[src/rtl/alu_pkg.sv]
// Definitions shared by the decode/issue stage and the 16-bit ALU: function codes,
// instruction field layout and datapath width.
package alu_pkg;

  localparam int DW    = 16;
  localparam int NREG  = 8;
  localparam int IMM_W = 6;
  localparam int RW    = 3;

  typedef enum logic [2:0] {
    FN_PASSB = 3'b000,
    FN_ADD   = 3'b001,
    FN_SUB   = 3'b010,
    FN_AND   = 3'b011,
    FN_OR    = 3'b100,
    FN_SHL1  = 3'b101,
    FN_SHR1  = 3'b110,
    FN_NOP   = 3'b111
  } alu_func_e;

  localparam int FUNC_HI = 15;
  localparam int FUNC_LO = 13;
  localparam int IMM_BIT = 12;
  localparam int RD_HI   = 11;
  localparam int RD_LO   = 9;
  localparam int RA_HI   = 8;
  localparam int RA_LO   = 6;
  localparam int RB_HI   = 5;
  localparam int RB_LO   = 3;
  localparam int IMM6_HI = 5;
  localparam int IMM6_LO = 0;

  typedef struct packed {
    alu_func_e           func;
    logic                imm;
    logic [RW-1:0]       rd;
    logic [RW-1:0]       ra;
    logic [RW-1:0]       rb;
    logic [IMM_W-1:0]    imm6;
  } inst_t;

  function automatic inst_t decode_inst(input logic [15:0] w);
    inst_t d;
    d.func = alu_func_e'(w[FUNC_HI:FUNC_LO]);
    d.imm  = w[IMM_BIT];
    d.rd   = w[RD_HI:RD_LO];
    d.ra   = w[RA_HI:RA_LO];
    d.rb   = w[RB_HI:RB_LO];
    d.imm6 = w[IMM6_HI:IMM6_LO];
    return d;
  endfunction

  // Pass-B and NOP leave operand A untouched.
  function automatic logic reads_ra(input alu_func_e f);
    return (f != FN_PASSB) && (f != FN_NOP);
  endfunction

  // Shifts are unary and an immediate replaces rb entirely.
  function automatic logic reads_rb(input alu_func_e f, input logic imm);
    return !imm && (f != FN_SHL1) && (f != FN_SHR1) && (f != FN_NOP);
  endfunction

endpackage

[src/rtl/regfile_8x16.sv]
// Register file with one write port, two combinational operand reads and a debug read.
module regfile_8x16 #(
  parameter int DW   = alu_pkg::DW,
  parameter int NREG = alu_pkg::NREG,
  parameter int AW   = $clog2(NREG)
) (
  input  logic          clk,
  input  logic          rst,
  input  logic          we,
  input  logic [AW-1:0] waddr,
  input  logic [DW-1:0] wdata,
  input  logic [AW-1:0] raddr_a,
  output logic [DW-1:0] rdata_a,
  input  logic [AW-1:0] raddr_b,
  output logic [DW-1:0] rdata_b,
  input  logic [AW-1:0] dbg_addr,
  output logic [DW-1:0] dbg_data
);

  logic [DW-1:0] mem [NREG];

  always_ff @(posedge clk or posedge rst) begin
    if (rst) begin
      for (int i = 0; i < NREG; i++) mem[i] <= '0;
    end else if (we) begin
      mem[waddr] <= wdata;
    end
  end

  assign rdata_a  = mem[raddr_a];
  assign rdata_b  = mem[raddr_b];
  assign dbg_data = mem[dbg_addr];

endmodule

[src/rtl/decode_issue.sv]
// Decode/issue stage in front of the ALU: operand fetch with forwarding from the
// writeback slot, a one-cycle stall on results still inside the ALU, and writeback.
module decode_issue #(
  parameter int DW    = alu_pkg::DW,
  parameter int NREG  = alu_pkg::NREG,
  parameter int IMM_W = alu_pkg::IMM_W,
  parameter int AW    = $clog2(NREG)
) (
  input  logic          clk,
  input  logic          rst,
  input  logic [15:0]   inst,
  input  logic          inst_valid,
  output logic          inst_ready,
  output logic [DW-1:0] alu_a,
  output logic [DW-1:0] alu_b,
  output logic [2:0]    alu_func,
  output logic          en_out,
  input  logic [DW-1:0] alu_result,
  input  logic [AW-1:0] dbg_addr,
  output logic [DW-1:0] dbg_data
);

  import alu_pkg::*;

  inst_t         dec;
  logic          use_a, use_b;
  logic          hz_a, hz_b, fw_a, fw_b;
  logic          stall, fire, issue;
  logic [DW-1:0] rf_a, rf_b;
  logic [DW-1:0] op_a_p0, op_b_p0;
  logic [DW-1:0] imm_ext;

  logic          s1_vld_p1;
  logic [AW-1:0] s1_rd_p1;
  logic          s2_vld_p2;
  logic [AW-1:0] s2_rd_p2;

  assign dec     = decode_inst(inst);
  assign use_a   = reads_ra(dec.func);
  assign use_b   = reads_rb(dec.func, dec.imm);
  assign imm_ext = {{(DW-IMM_W){1'b0}}, dec.imm6[IMM_W-1:0]};

  // A producer still in s1 has no result yet; one in s2 has it on alu_result.
  assign hz_a = use_a && s1_vld_p1 && (s1_rd_p1 == dec.ra);
  assign hz_b = use_b && s1_vld_p1 && (s1_rd_p1 == dec.rb);
  assign fw_a = use_a && s2_vld_p2 && (s2_rd_p2 == dec.ra);
  assign fw_b = use_b && s2_vld_p2 && (s2_rd_p2 == dec.rb);

  assign stall      = inst_valid && (hz_a || hz_b);
  assign inst_ready = !stall;
  assign fire       = inst_valid && inst_ready;
  assign issue      = fire && (dec.func != FN_NOP);

  regfile_8x16 #(
    .DW   (DW),
    .NREG (NREG),
    .AW   (AW)
  ) u_rf (
    .clk      (clk),
    .rst      (rst),
    .we       (s2_vld_p2),
    .waddr    (s2_rd_p2),
    .wdata    (alu_result),
    .raddr_a  (dec.ra),
    .rdata_a  (rf_a),
    .raddr_b  (dec.rb),
    .rdata_b  (rf_b),
    .dbg_addr (dbg_addr),
    .dbg_data (dbg_data)
  );

  always_comb begin
    op_a_p0 = '0;
    if (use_a) op_a_p0 = fw_a ? alu_result : rf_a;
  end

  always_comb begin
    op_b_p0 = '0;
    if (dec.imm)    op_b_p0 = imm_ext;
    else if (use_b) op_b_p0 = fw_b ? alu_result : rf_b;
  end

  // p0 -> p1: register ALU inputs and open the s1 token
  always_ff @(posedge clk or posedge rst) begin
    if (rst) begin
      alu_a     <= '0;
      alu_b     <= '0;
      alu_func  <= '0;
      en_out    <= 1'b0;
      s1_vld_p1 <= 1'b0;
      s1_rd_p1  <= '0;
    end else begin
      en_out    <= issue;
      s1_vld_p1 <= issue;
      if (issue) begin
        alu_a    <= op_a_p0;
        alu_b    <= op_b_p0;
        alu_func <= dec.func;
        s1_rd_p1 <= dec.rd;
      end
    end
  end

  // p1 -> p2: token waits in s2 while the ALU presents its result
  always_ff @(posedge clk or posedge rst) begin
    if (rst) begin
      s2_vld_p2 <= 1'b0;
      s2_rd_p2  <= '0;
    end else begin
      s2_vld_p2 <= s1_vld_p1;
      s2_rd_p2  <= s1_rd_p1;
    end
  end

endmodule

[config.mk]
export PLATFORM = sky130hd
export DESIGN_NAME = decode_issue
export DESIGN_NICKNAME = d
export VERILOG_FILES = /design/src/rtl/alu_pkg.sv /design/src/rtl/regfile_8x16.sv /design/src/rtl/decode_issue.sv
export SDC_FILE = /design/constraint.sdc
export NUM_CORES = 1
export LEC_CHECK = 0
export CAP_MARGIN = 40
export CELL_PAD_IN_SITES_DETAIL_PLACEMENT = 1
export CELL_PAD_IN_SITES_GLOBAL_PLACEMENT = 1
export CORE_MARGIN = 3
export CORE_UTILIZATION = 49
export CTS_CLUSTER_SIZE = 30
export DETAILED_ROUTE_END_ITERATION = 10
export GPL_TIMING_DRIVEN = 0
export PLACE_DENSITY_LB_ADDON = 0.1
export SLEW_MARGIN = 20
export SYNTH_ARGS = -nofsm -noshare
export SYNTH_HDL_FRONTEND = slang
export SYNTH_SLANG_ARGS = --single-unit
[constraint.sdc]
create_clock -name clk -period 8.1 [get_ports clk]
set_clock_uncertainty 0.05 [all_clocks]
set_input_delay 2.43 -clock clk [delete_from_list [all_inputs] [get_ports clk]]
set_output_delay 2.43 -clock clk [all_outputs]
set_load 0.005 [all_outputs]
After elaboration in Yosys (flattened, before gate mapping)
Cells that the tools add are included.
- order comparisons: 5
- equality and inequality tests: 7
- multiplexer cells: 17
- bitwise operators: 4
- reductions and logical operators: 20
- operators by type and width (kind ; count):
    $mux 16 ; 12
    $bmux 16 s3 ; 3
    $bwmux 128 ; 1
    $demux 16 s3 ; 1
    $ge 4x4->1 const B ; 4
    $logic_and 1x1->1 ; 16
    $not 3->4 ; 4
    $eq 3x3->1 ; 4
    $ne 3x3->1 const B ; 3
    $lt 4x1->1 const B ; 1
    $reduce_bool 3->1 ; 1
    $logic_not 1->1 ; 2
    $logic_or 1x1->1 ; 1
- register bits: 171
- input port bits: 38
- word-level logic and storage cells: 68

Depth between registers and ports, before layout
- depth in word-level cells: 11
- mapped depth: 8

By module
A second synthesis with hierarchy kept.
- cells, all modules: 637
- area total of the unflattened synthesis: 10351.2 sq um
- by module, submodules not included (module ; instances ; cells each ; area an instance (sq um) ; seq. area each (sq um)):
    regfile_8x16 ; 1 ; 454 ; 8105.3 ; 3203.1
    decode_issue ; 1 ; 183 ; 2245.9 ; 1076.0

Worst setup path after synthesis
Ideal clock, no wire load.
- path type: in2out
- start point: input dbg_addr[0]
- end point: output dbg_data[11]
- data arrival time: 3.873 ns
- required time: 5.620 ns
- setup slack: 1.747 ns
- cell stages on the path: 4
- buffers on the path: 2
- cells stage by stage: clkbuf_1 > buf_1 > mux4_2 > mux2_2
- word-level cells in the longest chain between the ends: 4
- RTL lines (what ; line ; text):
    start, declared ; decode_issue.sv:19 ; input logic [AW-1:0] dbg_addr,
    $not 3->4 (not written as such) ; regfile_8x16.sv:32 ; assign dbg_data = mem[dbg_addr];
    $bmux 16 s3 ; regfile_8x16.sv:32 ;
    $mux 16 (not written as such) (2 in a row) ; regfile_8x16.sv:32 ;
    end, declared ; decode_issue.sv:20 ; output logic [DW-1:0] dbg_data
No other way between the ends. The select of a mux whose other input is x is not followed.

Worst setup path after layout
- start point: input dbg_addr[1]
- end point: output dbg_data[6]
The elaborated chain is that of the path after synthesis.

==> impl_metrics.csv <==
group,metric,value,unit
clocking,cts-root-buf,"clkbuf_16",
synthesis,yosys_warnings,0,
floorplan,fp.dieH,148,um
synthesis,ys_types,42,
clocking,clock_sinks,171,
power_and_ir_drop,p_comb_frac,0.380,
routing,wl_per_cell,30.1,um
power_and_ir_drop,p_int,2630,uW
sta,final_hold_viol_count,0,
floorplan,num_rows,51,
final_layout,layout_commonest_cell,"dfrtp_1",
synthesis,synth_edf_count,0,
sta,setup_viol,0,
clocking,cts_buffers,17,
power_and_ir_drop,power.switching,1240,uW
final_layout,finalCoreUtilization,0.590,
synthesis,synth_area,9880,um^2
clocking,cts_tree,"yes",
routing,ant_nets,0,
routing,num_vias,6962,
setup_path,worstSetupPathType,"in2out",
setup_path,rr_endpoint,"u_rf.mem[50]$_DFFE_PP0P_",
status,status,"finished, final reports clean",
placed_design,dpl-instance-area,11000,um^2
setup_path,crit_path_end_kind,"output pin",
sta,hold_slack,432,ps
routing,drc,0,
routing,first_iter_violations,603,
synthesis,synth_cells,680,
placed_design,dpl.hpwl,20800,um
power_and_ir_drop,p_leak,0.00478,uW
sta,min_period,7290,ps
clocking,htreeDepth,4,
routing,viasPerCell,6.59,
global_routing,antenna_found_initial,0,
power_and_ir_drop,p_clk_frac,0.203,
routing,first_pass_iters,5,
sta,max_slew_margin,0.398,
hold_path,whs_path_depth,0,
global_routing,grt_pass1_wl,47800,um
setup_path,r2r_cells,5,
hold_path,hold_path.startpoint,"s1_rd_p1[1]$_DFFE_PP0P_",
power_and_ir_drop,vdd_drop_max,167,uV
sta,finalMaxSlewViolations,0,
final_layout,final_cell_mix,"171 x dfrtp_1, 159 x mux2_2, 67 x clkdlybuf4s50_1, 65 x mux4_2, 51 x mux2i_1",
final_layout,antenna_cells,0,
setup_path,arrival,4810,ps
synthesis,synth-seq-cells,171,
hold_path,hp-class,"reg2reg",
global_routing,grt_use_total,0.298,
sta,rsz0062_at_grt,"no",
placed_design,io_buffer_count,67,
final_layout,num-fill-cells,1901,
global_routing,grt_pass1_vias,7292,
setup_path,cp-start-kind,"input port",
final_layout,multi_input_area,5220,um^2
sta,clock.fmax,137,MHz
synthesis,async_reset_ff_frac,1.00,
hold_path,hold-path-endpoint,"s2_rd_p2[1]$_DFF_PP0_",
setup_path,crit_required,5620,ps
floorplan,design.core.area,19700,um^2
clocking,ctsHoldBuffers,0,
final_layout,area_growth,17.3,%
setup_path,reg2reg_from,"s2_rd_p2[0]$_DFF_PP0_",
clocking,clock_path_buffers,2,
clocking,clk-insertion-delay-late,440,ps
floorplan,ioPinCount,91,
final_layout,nets,817,
synthesis,synth_area_per_cell,14.5,um^2
floorplan,dieWidth,148,um
sta,min_period_over_period,0.900,
sta,worst_pin_slew,903,ps
run,cap_violations,0,
setup_path,worstPathMaxFanout,10,
floorplan,die_area,21900,um^2
placed_design,gp_congestion,0.837,
clocking,cts_setup_buffers,0,
power_and_ir_drop,power_density,334,nW/um^2
clocking,cts-resized-gates,0,
synthesis,synthFlopType,"dfrtp_1",
final_layout,post-route-cell-area,11600,um^2
synthesis,ys_seq_area_frac,0.433,
final_layout,seq_area,4280,um^2
global_routing,grt_max_degree,98,
synthesis,synth_nets,718,
floorplan,start_util,0.503,
final_layout,drive_gt1_frac,0.388,
setup_path,reg2reg_slack,5520,ps
power_and_ir_drop,swShare,0.321,
power_and_ir_drop,power.total,3870,uW
global_routing,grt-ovfl-total,0,
clocking,path_clk_slew,60,ps
routing,wl,31800,um
power_and_ir_drop,p_seq_frac,0.417,
per-layer routing:
layer / up-vias / global-route usage / part of all wire
met2: 308 / 0.464 / 0.48
li1: 2847 / - / -
met1: 3736 / 0.415 / 0.43
met5: - / 0 / 0
met3: 71 / 0.0727 / 0.069
met4: 0 / 0.103 / 0.029
state kept, by name (all words and copies together) (netlist names):
register,flops
alu_a,16
s1_rd_p1,3
s1_vld_p1,1
alu_b,16
s2_rd_p2,3
s2_vld_p2,1
alu_func,3
u_rf.mem,128
layout make-up:
class	instances	share of cell area
buffer	70	0.0300
clock buffer	21	0.0389
clock inverter	10	0.00820
inverter	8	0.00324
multi-input combinational	431	0.451
sequential	171	0.369
tap	265	0.0286
timing repair buffer	80	0.0713
kinds of logic (layout without fill, tap and decap cells):
group                  Yosys count  after routing  synth area share
AO/OA/AOI/OAI                   67             67            0.0519
XOR/XNOR                        12             12            0.0106
buffers and inverters           78            189            0.0382
flip-flops                     171            171             0.433
multiplexers                   294            294             0.432
AND/OR/NAND/NOR                 58             58            0.0344
synth_stat cells, drive strengths merged, types with 5 or more instances:
cell type	instances	area share
mux4	84	0.20
dfrtp	171	0.43
clkbuf	19	0.0072
xor2	5	0.0044
inv	8	0.0030
a22o	16	0.014
nand4	6	0.0038
a21oi	16	0.0081
buf	51	0.028
nor2b	12	0.0076
xnor2	7	0.0062
mux2	159	0.18
a221oi	10	0.0089
o2bb2ai	10	0.0089
nor2	19	0.0072
mux2i	51	0.052
worst max-delay path, stage by stage:
cell and delay, ps:
clkbuf_1 360, buf_2 460, buf_2 440, mux4_2 370, mux2_2 300, clkdlybuf4s50_1 450
power by group through the flow:
| stage | clock network (uW) | logic (uW) | registers [uW] |
|---|---|---|---|
| 5_1_grt | 835 | 1570 | 1660 |
| 4_1_cts | 792 | 1470 | 1600 |
| 2_1_floorplan | 0 | 1010 | 1480 |
| 3_5_place_dp | 0 | 1450 | 1610 |
| 6_report | 786 | 1470 | 1610 |
| 3_3_place_gp | 0 | 1400 | 1550 |
worst max path at each step:
stage / slack [ps] / endpoint / startpoint
after floorplan: 990 / alu_a[0]$_DFFE_PP0P_ / rst
after global placement: -1250 / alu_b[2]$_DFFE_PP0P_ / rst
after detailed placement: 820 / dbg_data[10] / dbg_addr[1]
after CTS: 810 / dbg_data[14] / dbg_addr[1]
after global routing: 720 / dbg_data[15] / dbg_addr[1]
final: 810 / dbg_data[6] / dbg_addr[1]
per-stage QoR:
stage                     std cells  setup WS (ps)  TNS (ps)
after floorplan                 680            988         0
after global placement         1012          -1250   -210680
after detailed placement       1020            819         0
after CTS                      1051            807         0
after global routing           1056            723         0
final                          1056            808         0
Power figures use the tool's default switching activity.
